[src/rtl/rv32_retire_trace.sv]
// Commit-trace buffer behind the RV32 write-back stage: stamps retired records with a
// sequence number, queues them in a fall-through FIFO and halts once an exception drains.
module rv32_retire_trace #(
   parameter int DEPTH = 16,
   localparam int AW = $clog2(DEPTH)
) (
   input  logic          clk,
   input  logic          rst,
   input  logic          in_valid,
   input  logic [31:0]   in_pc,
   input  logic [31:0]   in_imm,
   input  logic [4:0]    in_rs1n,
   input  logic [4:0]    in_rs2n,
   input  logic [4:0]    in_rdn,
   input  logic          in_regwrite,
   input  logic          in_exception,
   output logic          out_valid,
   input  logic          out_ready,
   output logic [31:0]   out_pc,
   output logic [31:0]   out_imm,
   output logic [4:0]    out_rs1n,
   output logic [4:0]    out_rs2n,
   output logic [4:0]    out_rdn,
   output logic          out_regwrite,
   output logic          out_exception,
   output logic [31:0]   out_seq,
   output logic [AW:0]   level,
   output logic [15:0]   overflow_cnt,
   output logic          halted,
   output logic [1:0]    dbg_state
);

   // Handshake: a record leaves the head on any rising edge where out_valid & out_ready;
   // out_valid never depends on out_ready, and the head stays stable until popped.

   typedef enum logic [1:0] {
      RUN    = 2'd0,
      STOP   = 2'd1,
      HALTED = 2'd2
   } state_t;

   typedef struct packed {
      logic [31:0] pc;
      logic [31:0] imm;
      logic [4:0]  rs1n;
      logic [4:0]  rs2n;
      logic [4:0]  rdn;
      logic        regwrite;
      logic        exception;
      logic [31:0] seq;
   } entry_t;

   localparam logic [AW:0] FULL_LVL = (AW+1)'(DEPTH);

   state_t        state, state_nxt;
   entry_t        mem [DEPTH];
   entry_t        head;
   logic [AW-1:0] wr_ptr, rd_ptr;
   logic [31:0]   seq_cnt;

   logic pop, attempt, can_accept, push, exc_wait, drop, seq_inc;

   always_comb begin
      pop        = 1'b0;
      attempt    = 1'b0;
      can_accept = 1'b0;
      push       = 1'b0;
      exc_wait   = 1'b0;
      drop       = 1'b0;
      seq_inc    = 1'b0;
      state_nxt  = state;

      pop        = out_valid & out_ready;
      attempt    = (state == RUN) & in_valid;
      // A full FIFO still has room when the head leaves on the same edge.
      can_accept = (level != FULL_LVL) | pop;
      push       = attempt & can_accept;
      // A blocked exception record is retried next cycle rather than dropped.
      exc_wait   = attempt & in_exception & ~can_accept;
      drop       = attempt & ~in_exception & ~can_accept;
      seq_inc    = attempt & ~exc_wait;

      case (state)
         RUN:     if (push && in_exception) state_nxt = STOP;
         STOP:    if (level == '0) state_nxt = HALTED;
         HALTED:  state_nxt = HALTED;
         default: state_nxt = RUN;
      endcase
   end

   always_ff @(posedge clk or negedge rst) begin
      if (!rst) begin
         state        <= RUN;
         wr_ptr       <= '0;
         rd_ptr       <= '0;
         level        <= '0;
         seq_cnt      <= '0;
         overflow_cnt <= '0;
      end else begin
         state <= state_nxt;
         if (push) wr_ptr <= wr_ptr + 1'b1;
         if (pop)  rd_ptr <= rd_ptr + 1'b1;
         if (push && !pop)      level <= level + 1'b1;
         else if (pop && !push) level <= level - 1'b1;
         if (seq_inc) seq_cnt <= seq_cnt + 32'd1;
         if (drop && overflow_cnt != 16'hFFFF) overflow_cnt <= overflow_cnt + 16'd1;
      end
   end

   // Storage carries no reset; the read side is masked while empty.
   always_ff @(posedge clk) begin
      if (push) begin
         mem[wr_ptr] <= '{pc: in_pc, imm: in_imm, rs1n: in_rs1n, rs2n: in_rs2n,
                          rdn: in_rdn, regwrite: in_regwrite,
                          exception: in_exception, seq: seq_cnt};
      end
   end

   assign out_valid     = (level != '0);
   assign head          = out_valid ? mem[rd_ptr] : '0;
   assign out_pc        = head.pc;
   assign out_imm       = head.imm;
   assign out_rs1n      = head.rs1n;
   assign out_rs2n      = head.rs2n;
   assign out_rdn       = head.rdn;
   assign out_regwrite  = head.regwrite;
   assign out_exception = head.exception;
   assign out_seq       = head.seq;
   assign halted        = (state == HALTED);
   assign dbg_state     = state;

endmodule

[config.mk]
export PLATFORM = sky130hd
export DESIGN_NAME = rv32_retire_trace
export DESIGN_NICKNAME = d
export VERILOG_FILES = /design/src/rtl/rv32_retire_trace.sv
export SDC_FILE = /design/constraint.sdc
export NUM_CORES = 2
export LEC_CHECK = 0
export ABC_AREA = 1
export CORE_MARGIN = 2
export CORE_UTILIZATION = 30
export CTS_CLUSTER_DIAMETER = 60
export DETAILED_ROUTE_END_ITERATION = 8
export GPL_TIMING_DRIVEN = 0
export PLACE_DENSITY_LB_ADDON = 0.15
export SLEW_MARGIN = 20
export SYNTH_ARGS = -nofsm -noshare
export SYNTH_HDL_FRONTEND = slang
export SYNTH_SLANG_ARGS = --single-unit
[constraint.sdc]
create_clock -name clk -period 8.8 [get_ports clk]
set_clock_uncertainty 0.05 [all_clocks]
set_input_delay 1.76 -clock clk [delete_from_list [all_inputs] [get_ports clk]]
set_output_delay 1.76 -clock clk [all_outputs]
set_load 0.05 [all_outputs]
# After elaboration in Yosys (flattened, before gate mapping)
# Memory sizes are Yosys's and may differ from the RTL's.
# Cells that the tools add are included.
# word_totals
word_cells	50
out_inout_bits	138
ramBits	1808
register_bits	63
mem_count	1
# mem_list
memory	words	word_bits	rd	rd_clocked_by_memory_dff	wr	line	rtl
mem	16	113	1	0	1	56	entry_t mem [DEPTH];
# op_classes
n_addsub	6
n_bitwise	12
n_mux	8
reduce_logical	11
eq_ne	6
# ops
cell	n
$mux 113	1
$add 32x1->32 const B	1
$add 16x1->16 const B	1
$ne 16x16->1 const B	1
$mux 5	2
$add 4x1->4 const B	2
$and 1x1->1	8
$pmux 2 s3	1
$add 5x1->5 const B	1
$logic_not 5->1	1
$ne 5x5->1 const B	1
$reduce_bool 5->1	1
$sub 5x1->5 const B	1
$logic_and 1x1->1	4
$mux 2	2
$not 1->1	3
$eq 2x1->1 const B	1
$eq 2x2->1 const B	1
$logic_not 1->1	2
$logic_not 2->1	1
$mux 1	2
$ne 2x1->1 const B	1
$ne 2x2->1 const B	1
$reduce_and 2->1	1
other kinds (2)	2

# Depth between registers and ports, before layout
# depth
ltp_word	8
ltp_mapped	15
mapped_depth_nobuf	15

# Worst setup path before layout
# Ideal clock, no wire load.
# synth_timing
path_type	input port to flip-flop
from	in out_ready
to	mem mem[11][0] (netlist name) (enable)
path_stages	7
setup_time_ns	0.586
n_path_buf	1
arrival_ns	7.134
slack_ns	1.030
cell_sequence	nor2_1 -> nand3_1 -> nand2_1 -> buf_1 -> nor2_1 -> inv_1 -> nor2_1
# synth_via
elab_chain_len	5
# synth_lines
item	line	rtl
start, declared	18	input logic out_ready,
$and 1x1->1	73	pop = out_valid & out_ready;
$or 1x1->1	76	can_accept = (level != FULL_LVL) | pop;
$and 1x1->1	77	push = attempt & can_accept;
$mux 1	112	if (push) begin
$mux 1 (not written as such)	113	mem[wr_ptr] <= '{pc: in_pc, imm: in_imm, rs1n: in_rs1n, rs2n: in_rs2n,
end, declared	56	
# No other way between the ends.

# Worst setup path in the final report
# layout_timing
from	reg rd_ptr[0]
to	out out_pc[31]
# layout_via
elab_chain_len	2
# layout_lines
item	line	rtl
start, declared	58	logic [AW-1:0] wr_ptr, rd_ptr;
start signal, assigned	102	if (pop) rd_ptr <= rd_ptr + 1'b1;
$mem_v2 16x113	n/a	
$mux 113	120	assign head = out_valid ? mem[rd_ptr] : '0;
end, declared	19	output logic [31:0] out_pc,
# No other way between the ends.

==> reports/results.tsv <==
metric	value	unit
place_inst	11400	
fp.dieH	519	um
ys_seq_area_frac	0.703	
drt_wl_total	271000	um
status	finished clean	
ys_warn_count	0	
critPathMaxFanout	16	
synth_area	79500	um2
critical_path_arrival	5470	ps
setup_slack	1520	ps
cts_tree	done	
firstDrtPassIters	6	
r2r_slack	5370	ps
cts_root_buf	clkbuf_16	
clock_latency	870	ps
fp.dieW	519	um
synthToLayoutAreaGrowth	20.3	%
total_power	33.3	mW
finalCritPeriodShare	0.827	
rows	188	
cts_buffers	210	
port_buffers	222	
startpoint	rd_ptr[0]	
mostFrequentLayoutCells	nand2_1, edfxtp_1, nand3_1	
antenna_left	0	
max-slew-margin-rel	0.195	
r2r_cells	12	
drt_iter0_markers	4508	
hold_viol_final	0	
hold_class	register to register	
cp-endpoint	out_pc[31]	
critPathCaptureType	primary output	
cts_setup_buffers	0	
grt_overflow	0	
r2r_start	dbg_state[0]	
grt_max_degree	40	
via_per_inst	4.64	
slowest_stage	clkdlybuf4s50_1	
drive_gt1_frac	0.0701	
gp_congestion	0.795	
worstMarginPinSlew	1210	ps
io_pins	223	
synth.top_cell.area_share	0.683	
ys_types	24	
yosys.area.top_type	edfxtp_1	
cts.path.max_buffers	3	
fin_nets	8177	
grtUsageTotal	0.198	
cts.htree.levels	4	
hold_depth	2	
dpl_worst_slack	2290	ps
instances_no_fill	11800	
post_cts_resized	0	
final_common_cell	nand2_1	
setup_violations	0	
synth_area_per_cell	10.6	um2
cts_num_sinks	1871	
drc_errors	0	
ir_drop	0.311	mV
fmax	0.137	GHz
core-area	263000	um2
grt_pass1_wl	386000	um
cp.required	6990	ps
tns	0	ps
synth.area.top_cells	edfxtp_1, nand2_1, nand3_1	
post-route-util	0.364	
min_period	7280	ps
dr_total_vias	54600	
synth_nets	7622	
p_per_area	348	nW/um2
cpPeakStageDelay	920	ps
ys_ff_latch	1871	
syn_inst	7521	
crit_chain	buf_2 -> inv_2 -> buf_6 -> buf_2 -> buf_2 -> nand2_1 -> nand2_1 -> nand2_1 -> nand3_1 -> nand3_1 -> a21oi_1 -> clkdlybuf4s50_1	
p_leak	38.0	nW
rsz0062_at_grt	no	
initial_core_util	0.302	
max_cap_violations	0	
clkTransAtPathRegs	60	ps
dp_hpwl	185000	um
drt-wirelength-per-cell	23.0	um
dieArea	269000	um2
grt_pass1_vias	52800	
startpoint_type	register	
reg2reg_to	mem[7][65]	
final-max-slew-violation-count	0	
antenna_found_initial	11	
hold_buffers	0	
worstSetupPathType	register to primary output	
Yosys cell counts:
master,instances
nand2_1,2493
edfxtp_1,1808
nand3_1,1181
inv_1,955
nor2_1,312
clkbuf_1,213
o21ai_0,127
a21oi_1,115
buf_2,99
dfrtp_1,63
buf_1,58
xor2_1,19
buf_6,16
xnor2_1,16
ha_1,15
buf_4,11
nand4_1,6
nor3_1,5
clkinv_1,3
inv_2,2
fa_1,1
mux2_2,1
nand2_2,1
nand3b_1,1
routing by layer:
| metal | global-route usage | share of wire |
|---|---|---|
| met2 | 0.315 | 0.46 |
| met5 | 0 | 0 |
| met1 | 0.278 | 0.46 |
| met3 | 0.0266 | 0.054 |
| met4 | 0.0641 | 0.031 |
how the worst min path moves through the flow:
stage | endpoint | slack, ps | start
6_report | overflow_cnt[15] | 490 | overflow_cnt[15]
5_1_grt | overflow_cnt[15] | 520 | overflow_cnt[15]
3_5_place_dp | overflow_cnt[9] | 470 | overflow_cnt[9]
4_1_cts | overflow_cnt[9] | 490 | overflow_cnt[9]
3_3_place_gp | overflow_cnt[15] | 470 | overflow_cnt[15]
2_1_floorplan | wr_ptr[2] | 450 | wr_ptr[2]
critical path, delay by kind of cell, from the launching register on:
family                 cells  cell delay [ps]
AO/OA/AOI/OAI              1              550
AND/OR/NAND/NOR            5              470
flip-flops                 1              380
buffers and inverters      6             3110
logic make-up after synthesis:
kind of cell,share of synthesized area
muxes,0.000142
buffers and inverters,0.0677
AOI/OAI and AO/OA,0.0152
xor gates and xnor gates,0.00386
adders and majority gates,0.00261
and+or+nand+nor,0.208
DFF,0.703
where the power goes:
part           internal [mW]  switching [mW]
logic                   3.71            10.6
registers               10.3           0.213
clock network           4.79            3.72
through the flow:
stage,hold slack (ps),cell area (um2)
final,488,95700
after global routing,522,95600
after CTS,486,95600
after detailed placement,469,89000
after global placement,474,86100
after floorplan,452,79500
flip-flops by register name (all words and copies together), names as in the netlist:
name / flops
level: 5
dbg_state: 2
seq_cnt: 32
mem: 1808
wr_ptr: 4
rd_ptr: 4
overflow_cnt: 16
final cells by class:
cell class              instances  area, um2
fillers                     26100     167000
flip-flops and latches       1871      55900
multi-input cells            4293      18400
clock buffers                 255       5520
repair buffers                343       4960
well taps                    3515       4400
inverters                     960       3600
plain buffers                 397       1810
clock inverters               135       1110
diodes                         13       32.5
Note: power is estimated with default switching activity, not from simulation.
